### src/rtl/lut_parity_engine.sv
// Programmable K-input lookup table with double-buffered serial load,
// registered evaluation and a per-frame XOR accumulator.
module lut_parity_engine #(
    parameter int K     = 3,
    parameter int TBL_W = 2**K,
    parameter int CNT_W = K+1
) (
    input  logic         clk,
    input  logic         rst,
    input  logic         cfg_en,
    input  logic         cfg_bit,
    output logic         cfg_busy,
    output logic         cfg_done,
    input  logic         in_valid,
    input  logic [K-1:0] in_data,
    input  logic         in_last,
    output logic         out_valid,
    output logic         out_y,
    output logic         acc_valid,
    output logic         acc_y
);

    typedef enum logic {IDLE, LOAD} state_t;

    // Odd-parity table: bit i is the XOR-reduction of its own index.
    function automatic logic [TBL_W-1:0] parity_table();
        logic [TBL_W-1:0] t;
        t = '0;
        for (int i = 0; i < TBL_W; i++) begin
            t[i] = ^(i[K-1:0]);
        end
        return t;
    endfunction

    localparam logic [TBL_W-1:0] PARITY   = parity_table();
    localparam logic [CNT_W-1:0] CNT_FULL = CNT_W'(TBL_W);

    state_t           state;
    logic [CNT_W-1:0] count;
    logic [TBL_W-1:0] shadow;
    logic [TBL_W-1:0] active;
    logic             acc;
    logic             lut_bit;

    // Evaluation always reads the committed table, never the shadow.
    assign lut_bit = active[in_data];

    // Serial load into the shadow table; commit one cycle after the last bit.
    always_ff @(posedge clk) begin
        if (rst) begin
            state    <= IDLE;
            count    <= '0;
            shadow   <= '0;
            active   <= PARITY;
            cfg_busy <= 1'b0;
            cfg_done <= 1'b0;
        end else begin
            cfg_done <= 1'b0;
            case (state)
                IDLE: begin
                    if (cfg_en) begin
                        shadow[0] <= cfg_bit;
                        count     <= CNT_W'(1);
                        state     <= LOAD;
                        cfg_busy  <= 1'b1;
                    end
                end
                LOAD: begin
                    if (count == CNT_FULL) begin
                        active   <= shadow;
                        cfg_done <= 1'b1;
                        cfg_busy <= 1'b0;
                        count    <= '0;
                        state    <= IDLE;
                    end else if (cfg_en) begin
                        shadow[count[K-1:0]] <= cfg_bit;
                        count                <= count + CNT_W'(1);
                    end
                end
                default: begin
                    state <= IDLE;
                end
            endcase
        end
    end

    // Registered lookup result; out_y keeps its value between requests.
    always_ff @(posedge clk) begin
        if (rst) begin
            out_valid <= 1'b0;
            out_y     <= 1'b0;
        end else begin
            out_valid <= in_valid;
            if (in_valid) begin
                out_y <= lut_bit;
            end
        end
    end

    // Fold every result of a frame and publish the summary on the last beat.
    always_ff @(posedge clk) begin
        if (rst) begin
            acc       <= 1'b0;
            acc_valid <= 1'b0;
            acc_y     <= 1'b0;
        end else begin
            acc_valid <= 1'b0;
            if (in_valid) begin
                if (in_last) begin
                    acc_y     <= acc ^ lut_bit;
                    acc_valid <= 1'b1;
                    acc       <= 1'b0;
                end else begin
                    acc <= acc ^ lut_bit;
                end
            end
        end
    end

endmodule

### config.mk
export PLATFORM = sky130hd
export DESIGN_NAME = lut_parity_engine
export DESIGN_NICKNAME = d
export VERILOG_FILES = /design/src/rtl/lut_parity_engine.sv
export SDC_FILE = /design/constraint.sdc
export NUM_CORES = 1
export LEC_CHECK = 0
export CORE_ASPECT_RATIO = 0.7
export CORE_MARGIN = 2
export CORE_UTILIZATION = 50
export CTS_CLUSTER_DIAMETER = 80
export DETAILED_ROUTE_END_ITERATION = 7
export PLACE_DENSITY = 0.73
export SLEW_MARGIN = 15
export SYNTH_ARGS = -nofsm -noshare
export SYNTH_HDL_FRONTEND = slang
export SYNTH_SLANG_ARGS = --single-unit
export TNS_END_PERCENT = 20
### constraint.sdc
create_clock -name clk -period 4 [get_ports clk]
set_input_delay 1.2 -clock clk [delete_from_list [all_inputs] [get_ports clk]]
set_output_delay 1.2 -clock clk [all_outputs]
set_load 0.005 [all_outputs]
---- After elaboration in Yosys (flattened, before gate mapping) ----
Cells that the tools add are included.
operators by class
  $add $sub $neg .......................... 1
  magnitude comparators ................... 3
  equal/unequal tests ..................... 6
  mux-type cells .......................... 22
  bitwise logic cells ..................... 4
  reduce and logical (&&, ||, !) cells .... 9
operators by type and width
  kind                 number
  $mux 1               12
  $mux 4               3
  $bwmux 8             1
  $lt 3x4->1 const B   2
  $pmux 4 s2           1
  $reduce_and 2->1     4
  $ne 2x2->1 const B   3
  $pmux 1 s2           3
  $reduce_and 3->1     2
  $add 4x1->4 const B  1
  $eq 4x4->1 const B   1
  $reduce_or 2->1      2
  $bmux 1 s3           1
  $demux 1 s3          1
  $ge 3x1->1 const B   1
  $ne 3x2->1 const B   1
  $not 1->1            3
  $ne 2x1->1 const B   1
  $logic_and 1x1->1    1
  $xor 1x1->1          1
word-level totals
  register bits after elaboration ......... 28
  bits of input ports ..................... 9
  output and inout bits ................... 6
  word-level logic and storage cells ...... 57

---- Depth between registers and ports, before layout ----
  depth in word-level cells ............... 8
  mapped depth ............................ 7
  mapped depth without buffers ............ 6

---- Worst setup path after synthesis ----
Ideal clock, no wire load.
  path type ............................... input-to-reg
  start ................................... in in_data[0]
  end ..................................... reg acc_y
  setup time .............................. 0.103 ns
  arrival ................................. 2.345 ns
  required time ........................... 3.897 ns
  path slack .............................. 1.551 ns
  stages on the path ...................... 4
  path buffers ............................ 0
  cell sequence ........................... mux4_1 mux2i_4 nor2_1 a2111oi_2
on the way
  cells in the longest elaborated chain, start to end .. 3
RTL lines
  item                          line  source
  start: declaration            15    input logic [K-1:0] in_data,
  $bmux 1 s3                    46    assign lut_bit = active[in_data];
  $mux 1 (implied by the code)  46
  $xor 1x1->1                   110   acc_y <= acc ^ lut_bit;
  end signal: assignment        110
  end: declaration              20    output logic acc_y
Every way passes these cells. The select of a mux whose other input is x is not followed.
A chain may end at the register's enable or synchronous reset.

---- Final worst setup path ----
Same ends and word-level chain as after synthesis.

==> results.md <==
- The clock reaches the later pin of the worst-skew pair after approximately 0.32 ns.
- The number of port buffers is 14.
- Of all nets on the critical path, the largest fanout is 5.
- The leading area contributor after synthesis is dfxtp_1.
- The count of unique library cells instantiated by Yosys is 29.
- The path class of the tightest hold or removal check is flip-flop to flip-flop.
- The via count of the first global-routing pass came to 834.
- Summing every instance area after synthesis gives approximately 0.0012 mm².
- The run finished with clean final reports.
- For this run, the detailed router's first-pass iteration total came to 4.
- The count of pins over their slew limit is 0.
- In this run the remaining antenna-violating nets after routing total 0.
- The final weighted congestion in routability-driven placement is 0.7361.
- The worst hold path begins at active[6].
- The startpoint type of the worst setup path is an input pin.
- The die is 63.70 µm wide.
- After synthesis the netlist holds a flip-flop and latch count of 28.
- The top cell type by area accounts for 44.93% of the synthesized area.
- The met3 demand-to-capacity share in global routing is 5.941%.
- The worst setup skew after layout is around 0.0018 ns.
- The sink count of the clock tree is 28.
- The layout overhead on the synthesized area is 16.75%.
- The post-detailed-route DRC marker count is 0.
- For this design the static power due to leakage is around 0.00056 µW.
- For this design the ratio of total power to cell area is between 300 and 400 mW/mm².
- The worst pin sits at a relative slew slack of approximately 42%.
- Once detailed placement completed, the half-perimeter wirelength came to 1646 µm.
- TritonCTS created 3 clock buffers.
- The fraction of final layout cells sized beyond drive strength 1 is between 4 and 5%.
- The number of nets in the synthesized netlist is ~140.
- The full die area is between 0.002 and 0.003 mm².
- The top-level port count is 15.
- The number of H-tree branching levels is 1.
- The number of setup buffers added after CTS is 0.
- The pin count of the biggest net entering global routing is 29.
- No sink is reached through more buffers than the 2 on the longest clock path.
- The core region is 0.002421 mm².
- The global-route usage over all layers is 17.78%.
- Based on the critical path, the design can be clocked at up to approximately 0.37 GHz.
- The clock tree from TritonCTS is yes.
- The initial detailed-routing violation count is 54.
- Setup repair after global routing left no endpoint under its margin.
- In the global route stage, met1 resource usage came out at 24.92%.
- The summed negative setup slack over all endpoints is 0 ns.
- The leftover overflow at the end of global routing is 0.
- The overall die height is around 46 µm.
- The worst slack at placement is around 0.9 ns.
- Subtracting the final worst setup slack from the clock period gives between 2 and 3 ns.
- The final wirelength is between 2000 and 2500 µm.
- The mean cell area of the mapped netlist is around 9.4 µm².
- The count of synthesis-stage warnings from yosys is 0.
- The portion of the post-synthesis area used by sequential elements is between 40% and 50%.
- The data required time at the worst endpoint is around 4.2 ns.
- The share of the clock period used by the worst path is 68.44%.
- The effective utilization at floorplan is just over 50%.
- Across all setup checks in the final design, the least slack found is 1.262 ns.
- The element type at the critical path end is a flip-flop.
- The most crowded layer after global routing is met2.
- Dividing the detail-routed wire length by the instance count gives about 13 µm.
- For the pin with the worst max-slew slack, the measured transition is 0.8667 ns.
- By area the synthesized netlist is led by dfxtp_1 45%, mux2i_1 6.4%, nand2_1 6.0%.
- The placed instance count is ~170.
- At the end of the flow, the number of nets in the layout was around 160.
- The source of the critical timing path is in_data[0].
- The first-pass GRT wire length is roughly 3800 µm.
- Global routing used 27.37% of the available met2 tracks.
- Synthesis handed over a netlist of 133 instances.
- The setup-violating endpoint count in the final report is 0.
- The kind of critical path is input pin to flip-flop.
- For this design, the CTS-stage hold fixing added 0 buffers.
- The count of placed standard cells in the final layout, fillers left out is 178.
- In this run the core area contains 15 standard-cell rows.
- The repair_antennas step left the layout with diodes totalling 0.
- In this run the critical register-to-register path is launched from count[0].
- Across the run, the number of max-cap violations was 0.
- The number of antenna violations at the first check in global routing is 0.
- The root cell of the clock tree is clkbuf_4.
- The worst endpoint data arrival time is a little under 3 ns.
- The top cell types in the final layout, fill and taps aside, are 28 x dfxtp_1, 20 x nand2_1, 14 x clkdlybuf4s50_1.
- The detailed router placed 955 vias in this run.
- The via density per instance is 5.365.
- In this run, post-CTS repair resized a total of 0 instances.
- The number of hold-slack violations in the final timing report came to 0.
- The worst supply voltage drop on vdd is around 0.23 mV.
- The clock-pin slew of the registers on the worst-case setup and hold paths is between 0.1 and 0.15 ns.
- The library cell used most frequently in the layout, excluding fill and tap cells, is dfxtp_1.
worst max-delay path, cell delays in order:
cell             delay (ns)
clkdlybuf4s50_1        0.51
mux4_1                 0.62
mux2i_4                0.23
nor2_1                 0.09
a2111oi_2              0.33
metrics by stage:
step,total power [µW],util (%),area (µm²),hold slack (ns)
5_1_grt,550.0,60.16,1456,0.4751
4_1_cts,534.4,60.16,1456,0.4642
3_5_place_dp,352.5,57.98,1404,0.4514
6_report,529.6,60.16,1456,0.4689
3_3_place_gp,350.9,57.98,1404,0.4451
2_1_floorplan,329.7,-,1247,0.4292
sequential cells by signal, summed over array words and instances (netlist names):
name / flops
acc: 1
cfg_busy: 1
cfg_done: 1
active: 8
acc_y: 1
count: 4
shadow: 8
out_y: 1
acc_valid: 1
state: 1
out_valid: 1
synthesized netlist by cell type:
cell	n
o211ai_1	1
nor4_1	2
and3_1	2
nand2_1	20
or4b_1	1
and2_1	1
dfxtp_1	28
ha_1	2
nand3b_1	8
nand2b_1	10
inv_1	3
a31oi_1	1
or4_1	4
a2111oi_2	1
nand4b_1	1
o31ai_1	1
nor2_1	8
clkbuf_1	7
a21o_1	2
mux2i_4	1
nor2b_1	1
a211oi_1	2
a21oi_1	10
and4b_1	1
nand3_1	3
o21ai_0	1
and3b_1	1
mux2i_1	8
mux4_1	2
layer usage:
layer  vias to the layer above  part of all wire [%]
met2                        16                    40
met1                       444                    55
li1                        493                     -
met5                         -                     0
met4                         0                  0.61
met3                         2                   4.0
kinds of logic (layout without fill, tap and decap cells):
logic type	after synthesis	in the layout	share of synthesized area (%)
muxes	11	11	12.44
AOI/OAI and AO/OA	19	19	9.729
buffers and inverters	10	21	3.009
adders and majority gates	2	2	2.006
DFF	28	28	44.93
and+or+nand+nor	63	63	27.88
report_power, final:
| part | total [µW] | leakage [µW] | internal [µW] | switching, µW |
|---|---|---|---|---|
| sequential | 294 | 0.000228 | 286 | 7.58 |
| clock | 183 | 0.0000279 | 101 | 81.4 |
| combinational | 53.1 | 0.000303 | 28.8 | 24.3 |
final cells by class:
type | count | area [µm²]
fill | 208 | 964.7
multi-input combinational | 95 | 649.4
sequential | 28 | 560.5
clock inverter | 1 | 30.03
inverter | 3 | 11.26
clock buffer | 3 | 22.52
timing repair buffer | 14 | 140.1
tap | 34 | 42.54
path summary, 6_finish.rpt:
check | cells after the start | slack (ns) | endpoint
max | 5 | 1.26 | acc_y
max reg2reg | 6 | 1.99 | shadow[5]
min | 2 | 0.47 | active[6]
min reg2reg | 2 | 0.47 | active[6]
Note: power is estimated with default switching activity, not from simulation.
